**config.mk**
```make
export PLATFORM = sky130hd
export DESIGN_NAME = alu_seq
export DESIGN_NICKNAME = d
export VERILOG_FILES = /design/src/rtl/alu_seq.sv
export SDC_FILE = /design/constraint.sdc
export NUM_CORES = 1
export LEC_CHECK = 0
export CELL_PAD_IN_SITES_DETAIL_PLACEMENT = 0
export CELL_PAD_IN_SITES_GLOBAL_PLACEMENT = 2
export CORE_MARGIN = 2
export CORE_UTILIZATION = 39
export DETAILED_ROUTE_END_ITERATION = 10
export PLACE_DENSITY_LB_ADDON = 0.1
export SYNTH_ARGS = -nofsm -noshare
export SYNTH_HDL_FRONTEND = slang
export SYNTH_SLANG_ARGS = --single-unit
```
**constraint.sdc**
```tcl
create_clock -name clk -period 10.65 [get_ports clk]
set_clock_uncertainty 0.15 [all_clocks]
set_input_delay 1.5975 -clock clk [delete_from_list [all_inputs] [get_ports clk]]
set_output_delay 1.5975 -clock clk [all_outputs]
set_load 0.05 [all_outputs]
```
**src/rtl/alu_seq.sv**
```systemverilog
// Multi-cycle execute-stage ALU: legacy single-pass ops plus iterative multiply/divide,
// operands in and result out over valid/ready handshakes.
module alu_seq #(
    parameter  int unsigned WIDTH = 32,
    localparam int unsigned SHW   = $clog2(WIDTH)
) (
    input  logic             clk,
    input  logic             rst,
    input  logic             in_valid,
    output logic             in_ready,
    input  logic [WIDTH-1:0] A,
    input  logic [WIDTH-1:0] B,
    input  logic [4:0]       alu_op,
    output logic             out_valid,
    input  logic             out_ready,
    output logic [WIDTH-1:0] result,
    output logic             zero
);
    localparam int unsigned      CNTW     = $clog2(WIDTH) + 1;
    localparam int unsigned      ACCW     = 2 * WIDTH;
    localparam logic [WIDTH-1:0] MOST_NEG = {1'b1, {(WIDTH-1){1'b0}}};
    localparam logic [WIDTH-1:0] ALL_ONES = '1;

    localparam logic [4:0] OP_OR    = 5'b00001;
    localparam logic [4:0] OP_ADD   = 5'b00010;
    localparam logic [4:0] OP_XOR   = 5'b00011;
    localparam logic [4:0] OP_SLL   = 5'b00100;
    localparam logic [4:0] OP_SRL   = 5'b00101;
    localparam logic [4:0] OP_SUB   = 5'b00110;
    localparam logic [4:0] OP_SLTU  = 5'b00111;
    localparam logic [4:0] OP_SRA   = 5'b01000;
    localparam logic [4:0] OP_NOR   = 5'b01100;
    localparam logic [4:0] OP_AND   = 5'b01110;
    localparam logic [4:0] OP_PASSB = 5'b01111;
    localparam logic [4:0] OP_MUL   = 5'b10000;
    localparam logic [4:0] OP_MULHU = 5'b10001;
    localparam logic [4:0] OP_DIVU  = 5'b10010;
    localparam logic [4:0] OP_REMU  = 5'b10011;
    localparam logic [4:0] OP_DIV   = 5'b10100;
    localparam logic [4:0] OP_REM   = 5'b10101;

    typedef enum logic [1:0] {
        IDLE = 2'd0,
        BUSY = 2'd1,
        DONE = 2'd2
    } state_t;

    state_t            state;
    logic [CNTW-1:0]   cnt;
    logic [ACCW-1:0]   acc;
    logic [WIDTH-1:0]  opnd;
    logic [2:0]        op_q;
    logic              neg_q;
    logic              neg_r;

    // Accept-time decode: single-pass result, special cases, iteration setup
    logic                    start_iter;
    logic [WIDTH-1:0]        fast_res;
    logic [SHW-1:0]          shamt;
    logic signed [WIDTH-1:0] a_signed;
    logic                    sgn_op;
    logic                    a_neg;
    logic                    b_neg;
    logic [WIDTH-1:0]        a_mag;
    logic [WIDTH-1:0]        b_mag;
    logic                    div_by_zero;
    logic                    div_ovf;
    logic [ACCW-1:0]         acc_init;
    logic [WIDTH-1:0]        opnd_init;

    always_comb begin
        shamt       = B[SHW-1:0];
        a_signed    = A;
        sgn_op      = alu_op[2];
        a_neg       = sgn_op & A[WIDTH-1];
        b_neg       = sgn_op & B[WIDTH-1];
        a_mag       = a_neg ? -A : A;
        b_mag       = b_neg ? -B : B;
        div_by_zero = (B == '0);
        div_ovf     = sgn_op && (A == MOST_NEG) && (B == ALL_ONES);
        start_iter  = 1'b0;
        fast_res    = '0;
        case (alu_op)
            OP_OR:    fast_res = A | B;
            OP_ADD:   fast_res = A + B;
            OP_XOR:   fast_res = A ^ B;
            OP_SLL:   fast_res = A << shamt;
            OP_SRL:   fast_res = A >> shamt;
            OP_SUB:   fast_res = A - B;
            OP_SLTU:  fast_res = {{(WIDTH-1){1'b0}}, (A < B)};
            OP_SRA:   fast_res = a_signed >>> shamt;
            OP_NOR:   fast_res = ~(A | B);
            OP_AND:   fast_res = A & B;
            OP_PASSB: fast_res = B;
            OP_MUL, OP_MULHU: start_iter = 1'b1;
            OP_DIVU, OP_DIV: begin
                if (div_by_zero)  fast_res = ALL_ONES;
                else if (div_ovf) fast_res = MOST_NEG;
                else              start_iter = 1'b1;
            end
            OP_REMU, OP_REM: begin
                if (div_by_zero)  fast_res = A;
                else if (div_ovf) fast_res = '0;
                else              start_iter = 1'b1;
            end
            default:  fast_res = '0;
        endcase
        // Multiply keeps the multiplier in the low half; divide keeps the dividend magnitude there
        if (alu_op[2:1] == 2'b00) begin
            acc_init  = {{WIDTH{1'b0}}, B};
            opnd_init = A;
        end else begin
            acc_init  = {{WIDTH{1'b0}}, a_mag};
            opnd_init = b_mag;
        end
    end

    // One shift-add or restoring-divide step per cycle on the shared accumulator
    logic             is_mul;
    logic [WIDTH:0]   mul_sum;
    logic [WIDTH:0]   div_shift;
    logic [WIDTH:0]   div_diff;
    logic             div_ge;
    logic [ACCW-1:0]  acc_nxt;
    logic [WIDTH-1:0] quo;
    logic [WIDTH-1:0] rem;
    logic [WIDTH-1:0] iter_res;

    always_comb begin
        is_mul    = (op_q[2:1] == 2'b00);
        mul_sum   = {1'b0, acc[ACCW-1:WIDTH]} + (acc[0] ? {1'b0, opnd} : '0);
        div_shift = {acc[ACCW-1:WIDTH], acc[WIDTH-1]};
        div_diff  = div_shift - {1'b0, opnd};
        div_ge    = ~div_diff[WIDTH];
        if (is_mul) begin
            acc_nxt = {mul_sum, acc[WIDTH-1:1]};
        end else begin
            acc_nxt = {(div_ge ? div_diff[WIDTH-1:0] : div_shift[WIDTH-1:0]),
                       acc[WIDTH-2:0], div_ge};
        end
        quo = acc_nxt[WIDTH-1:0];
        rem = acc_nxt[ACCW-1:WIDTH];
        case (op_q)
            3'd0:       iter_res = acc_nxt[WIDTH-1:0];
            3'd1:       iter_res = acc_nxt[ACCW-1:WIDTH];
            3'd2, 3'd4: iter_res = neg_q ? -quo : quo;
            default:    iter_res = neg_r ? -rem : rem;
        endcase
    end

    // Control FSM with registered handshake and result outputs
    always_ff @(posedge clk) begin
        if (rst) begin
            state     <= IDLE;
            in_ready  <= 1'b0;
            out_valid <= 1'b0;
            result    <= '0;
            zero      <= 1'b0;
            cnt       <= '0;
            acc       <= '0;
            opnd      <= '0;
            op_q      <= '0;
            neg_q     <= 1'b0;
            neg_r     <= 1'b0;
        end else begin
            case (state)
                IDLE: begin
                    in_ready <= 1'b1;
                    if (in_valid && in_ready) begin
                        in_ready <= 1'b0;
                        op_q     <= alu_op[2:0];
                        neg_q    <= a_neg ^ b_neg;
                        neg_r    <= a_neg;
                        if (start_iter) begin
                            acc   <= acc_init;
                            opnd  <= opnd_init;
                            cnt   <= CNTW'(WIDTH);
                            state <= BUSY;
                        end else begin
                            result    <= fast_res;
                            zero      <= (fast_res == '0);
                            out_valid <= 1'b1;
                            state     <= DONE;
                        end
                    end
                end
                BUSY: begin
                    acc <= acc_nxt;
                    cnt <= cnt - CNTW'(1);
                    if (cnt == CNTW'(1)) begin
                        result    <= iter_res;
                        zero      <= (iter_res == '0);
                        out_valid <= 1'b1;
                        state     <= DONE;
                    end
                end
                DONE: begin
                    if (out_ready) begin
                        out_valid <= 1'b0;
                        in_ready  <= 1'b1;
                        state     <= IDLE;
                    end
                end
                default: state <= IDLE;
            endcase
        end
    end

endmodule
```
**Yosys cells after proc, flatten, opt, wreduce, memory -nomap -nowiden**

Cells that the tools add are included.
Widths: inputs -> output; s select.

- $add $sub $neg: 9
- $mul: 0
- Div/mod/pow operators: 0
- Magnitude comparators: 1
- Equal/unequal tests: 30
- Shift-type cells: 3
- Muxes and demuxes: 44
- Bitwise operators: 8
- Reductions and logical operators: 25

Operator list:

| operator | number |
|---|---|
| $mux 32 | 14 |
| $pmux 32 s13 | 1 |
| $mux 64 | 3 |
| $neg 32->32 | 4 |
| $pmux 64 s2 | 1 |
| $logic_not 32->1 | 3 |
| $pmux 32 s3 | 1 |
| $eq 32x32->1 const B | 2 |
| $pmux 32 s2 | 1 |
| $add 32x32->33 | 1 |
| $sub 33x32->33 | 1 |
| $add 32x32->32 | 1 |
| $and 32x32->32 | 1 |
| $lt 32x32->1 | 1 |
| $not 32->32 | 1 |
| $or 32x32->32 | 1 |
| $shl 32x5->32 | 1 |
| $shr 32x5->32 | 1 |
| $sshr 32x5->32 | 1 |
| $sub 32x32->32 | 1 |
| $xor 32x32->32 | 1 |
| $eq 5x5->1 const B | 6 |
| $eq 5x3->1 const B | 4 |
| $eq 5x4->1 const B | 4 |
| 31 further kinds | 64 |

- Flip-flop bits (word level): 144
- Latch bits: 0
- Memory bits (writable): 0
- Bits in read-only memories: 0
- Bits of input ports: 73
- Output and inout bits: 35
- Logic and storage cells: 131
- Memories kept: 0

**Depth between registers and ports, before layout**

- Depth after elaboration: 10
- Mapped depth: 24
- Gate-level depth less buffers: 23

**Least setup slack after synthesis**

OpenSTA, ideal clock, no wires.

- Path kind: in2reg
- Start: input B[2]
- End: register zero
- Setup time: 0.074 ns
- Arrival: 7.104 ns
- Required time: 10.426 ns
- Slack: 3.323 ns
- Stages: 22
- Cells stage by stage: inv_1 > buf_1 > clkbuf_1 > buf_1 > clkbuf_1 > clkbuf_1 > ha_1 > and4_1 > nor3_1 > o41ai_1 > a21boi_0 > o21bai_1 > o22a_1 > a21oi_1 > a2111oi_0 > nand4_1 > or4_1 > nor4_1 > nand3_1 > nor3_1 > nand4_1 > o211ai_2

- Cells in the longest elaborated chain, start to end: 9

RTL lines:

| item | RTL line | text |
|---|---|---|
| from (decl) | 12 | `input logic [WIDTH-1:0] B,` |
| branches (longest 9 deep; another with $sub 32x32->32) | -- |  |
| to (signal assigned) | 181 | `zero <= (fast_res == '0);` |
| to (signal assigned) | 192 | `zero <= (iter_res == '0);` |
| to (decl) | 17 | `output logic zero` |

Parallel ways; which one is timed is not known. The select of a mux whose other input is x is not followed.
A chain may end at the register's enable or synchronous reset.

**Worst setup path in the final report**

- Start: input B[1]
- End: register zero

Same word-level chain as after synthesis.

==> key figures <==
Run status
  • Status: complete, no violations

Critical path
  • CP arrival: 8.22 ns
  • Critical path type: in2reg
  • Delay-heaviest family, CP: compound AO/OA/AOI/OAI gates
  • Critical path's slowest cell: a2111oi_0
  • Reg2Reg Depth: 19
  • Worst Path Max Fanout: 37
  • WP buf/inv: 2
  • Worst path depth: 19
  • Crit. End Element: register
  • Worst r2r src: acc[31]
  • Crit path required time: 10.88 ns
  • Critical Path Start: B[1]
  • CP peak stage delay: 1.00 ns
  • CP Launch Type: input port
  • CP Cell Sequence: buf_4 > clkinv_1 > ha_1 > a21o_1 > and4_1 > nor3_1 > o41ai_1 > a21boi_0 > o21bai_1 > o22a_1 > a21oi_1 > a2111oi_0 > nand4_1 > or4_1 > nor4_1 > nand3_1 > nor3_1 > nand4_1 > o211ai_2

Synthesis
  • Synthesized area: 24,300 sq um
  • Top cells by area, synth: dfxtp_1 (12%), ha_1 (8.6%), a21oi_1 (6.4%)
  • Syn Area/Cell: around 7 sq um
  • Syn nets: ~3.8k
  • Count of different cell masters after synthesis: 100
  • Commonest cells post-synth: nand2_1 (402), nor2_1 (395), a21oi_1 (313)
  • Yosys warns: 0
  • Yosys reg bits: 144
  • Most instantiated library cell after synthesis: nand2_1
  • Compound-Gate Fraction of Synth Area: 0.335
  • Sequential area share after synthesis: 0.119
  • Yosys top cell area share: 0.119
  • Commonest register cell after synthesis: dfxtp_1
  • Largest family of logic cells by synthesized area: compound AO/OA/AOI/OAI gates
  • Mux share of post-synthesis cell area: 0.0878
  • Leading area contributor after synthesis: dfxtp_1
  • Adder-cell share of the synthesized area: 0.0897
  • EDFF count, synth: 0
  • Simple logic cell fraction of the synthesized area: 0.243
  • Post-synthesis xor/xnor area fraction: 0.0544
  • FFs w/ async S/R, synth: 0
  • Synthesized netlist cell count: between 3k and 4k

Timing
  • Relative slew slack: 0.0353
  • Max Clk Rate: ~130 MHz
  • Post-layout min period: between 7 and 8 ns
  • Worst slew pin tran: 1.44 ns
  • WHS: a little over 0.3 ns
  • Final worst-path cycle share: 0.750
  • Setup TNS: 0 ns
  • Pins over their slew limit: 0
  • Final Hold Fails: 0
  • RSZ-0062 raised after global routing: no
  • Final setup viols: 0

Power
  • Pint: approximately 1.3 mW
  • Clk pwr share: 0.255
  • Combinational share of power: 0.514
  • Psw: between 1 and 1.5 mW
  • PwrDens: between 90 and 100 nW/um^2
  • Sequential Power Share: 0.232
  • Pleak: approximately 10 nW
  • VDD IR max: between 0.1 and 0.15 mV
  • Sw Share: 0.476

Floorplan
  • # IOs: 108
  • Die height: 254 um
  • Starting Density: 0.394
  • Die area: between 60,000 and 70,000 sq um
  • Core area: approximately 60,000 sq um
  • Die Wd: about 250 um
  • # rows: 91

Clocking
  • Post-CTS setup buffers: 0
  • Cts bufs inserted: 17
  • Htree depth: 4
  • Clk buf depth: 2
  • Cts repair resizes: 0
  • CTS Hold Buffers Added: 0
  • Clk pin slew, worst setup/hold paths: 0.07 ns
  • Clock sinks: approximately 140
  • Clock Latency Late Sink: ~0.46 ns
  • Clock Root Buffer: clkbuf_16
  • CTS tree: done

GRT
  • Global-route wire length before repair: approximately 190,000 um
  • Largest net degree at the start of global routing: 76
  • Tot GR Track Use: 0.396
  • Remaining Overflow, GRT: 0
  • Vias in the first global route: about 28k
  • Antenna violations before repair: 1

Placement
  • RD Place Congestion: between 1 and 1.5
  • Dpl cell area: approximately 26,000 sq um
  • Port bufs: 107
  • DP Wirelength: roughly 100,000 um
  • Cells after DPL: ~4.3k

Drt
  • Drt total wl: approximately 130,000 um
  • # DRC: 0
  • Via-to-Cell Ratio: 6.84
  • Pre-Repair DR Iteration Count: 8
  • DR iter-0 viols: 3,468
  • Vias: approximately 29k
  • WL per Instance: 30.3 um
  • Post-route ant nets: 0

Layout
  • Footprint of the multi-input gates: ~20,000 sq um
  • Post-Layout Cell Count: about 4.3k
  • # nets final: approximately 3.7k
  • FF/Latch Area: approximately 2900 sq um
  • Layout cells sized above 1: 0.0757
  • Area delta synth->final: 9.29%
  • Post-Route Utilization: 0.431
  • Final instance area: about 27,000 sq um
  • Fillcell total: 6,519

Hold path
  • Hold Path Cell Cnt: 2
  • Worst hold path type: reg2reg
  • Hold path start: result[14]

Flow run
  • Max-Cap Viols: 0
-- stage by stage --
stage | power (mW) | setup slack (ns)
finish | 2.45 | 2.66
global route | 2.55 | 2.33
CTS | 2.42 | 2.89
detailed placement | 1.79 | 2.42
global placement | 1.79 | 2.47
floorplan | 1.36 | 3.32
-- worst register-to-register path: cells and delay by family, from the launching register on --
kind	cells	cell delay, ns
buffers and inverters	2	0.29
AOI/OAI and AO/OA	7	2.66
DFF	1	0.33
adders and majority gates	2	0.68
and+or+nand+nor	8	3.08
-- power groups by stage --
| stage | clock, mW | sequential [mW] | combinational, mW |
|---|---|---|---|
| floorplan | 0 | 0.595 | 0.762 |
| global placement | 0 | 0.580 | 1.21 |
| detailed placement | 0 | 0.580 | 1.21 |
| CTS | 0.633 | 0.568 | 1.22 |
| global route | 0.656 | 0.570 | 1.32 |
| finish | 0.625 | 0.568 | 1.26 |
-- state kept, by name, indices dropped and copies added, names as in the netlist --
| signal | cells |
|---|---|
| acc | 64 |
| cnt | 6 |
| in_ready | 1 |
| neg_q | 1 |
| neg_r | 1 |
| op_q | 3 |
| opnd | 32 |
| out_valid | 1 |
| result | 32 |
| state | 2 |
| zero | 1 |
-- final timing paths --
kind | end | slack, ns
worst max register to register | zero | 3.40
worst min register to register | result[14] | 0.30
worst max-delay path | zero | 2.66
worst min-delay path | result[14] | 0.30
-- layer usage --
metal	wire [um]	track usage	vias to the layer above
met5	0	0	-
met4	9200	0.244	0
met3	10600	0.0519	368
met2	57800	0.629	1783
met1	52100	0.508	14200
li1	-	-	13000
-- cell families after synthesis --
kind of cell	Yosys count
flip-flops	144
buffers and inverters	455
AO/OA/AOI/OAI	1195
XOR/XNOR	151
multiplexers	132
AND/OR/NAND/NOR	1271
adder cells (fa/ha/maj)	172
-- area by class of cell --
| class | instances | share of cell area |
|---|---|---|
| timing repair buffer | 195 | 0.0647 |
| clock inverter | 15 | 0.00631 |
| sequential | 144 | 0.108 |
| multi-input combinational | 2921 | 0.743 |
| antenna | 1 | 0.0000942 |
| inverter | 158 | 0.0223 |
| tap | 837 | 0.0394 |
| clock buffer | 17 | 0.0160 |
-- placed cells by master (no fill, tap or decap), types with 42 or more instances in the layout --
cell type and n:
nand2_1 402, xnor2_1 103, o211ai_1 81, a21oi_1 313, a211oi_1 68, buf_4 90
ha_1 167, inv_1 153, mux4_2 64, a21o_1 46, o21ai_0 183, and2_1 46
nor3_1 80, nor2_1 390, mux2i_1 58, xor2_1 48, clkdlybuf4s50_1 102, a22oi_1 43
a31oi_1 53, nand3_1 87, dfxtp_1 144, a221oi_1 42
Note: power is estimated with default switching activity, not from simulation.
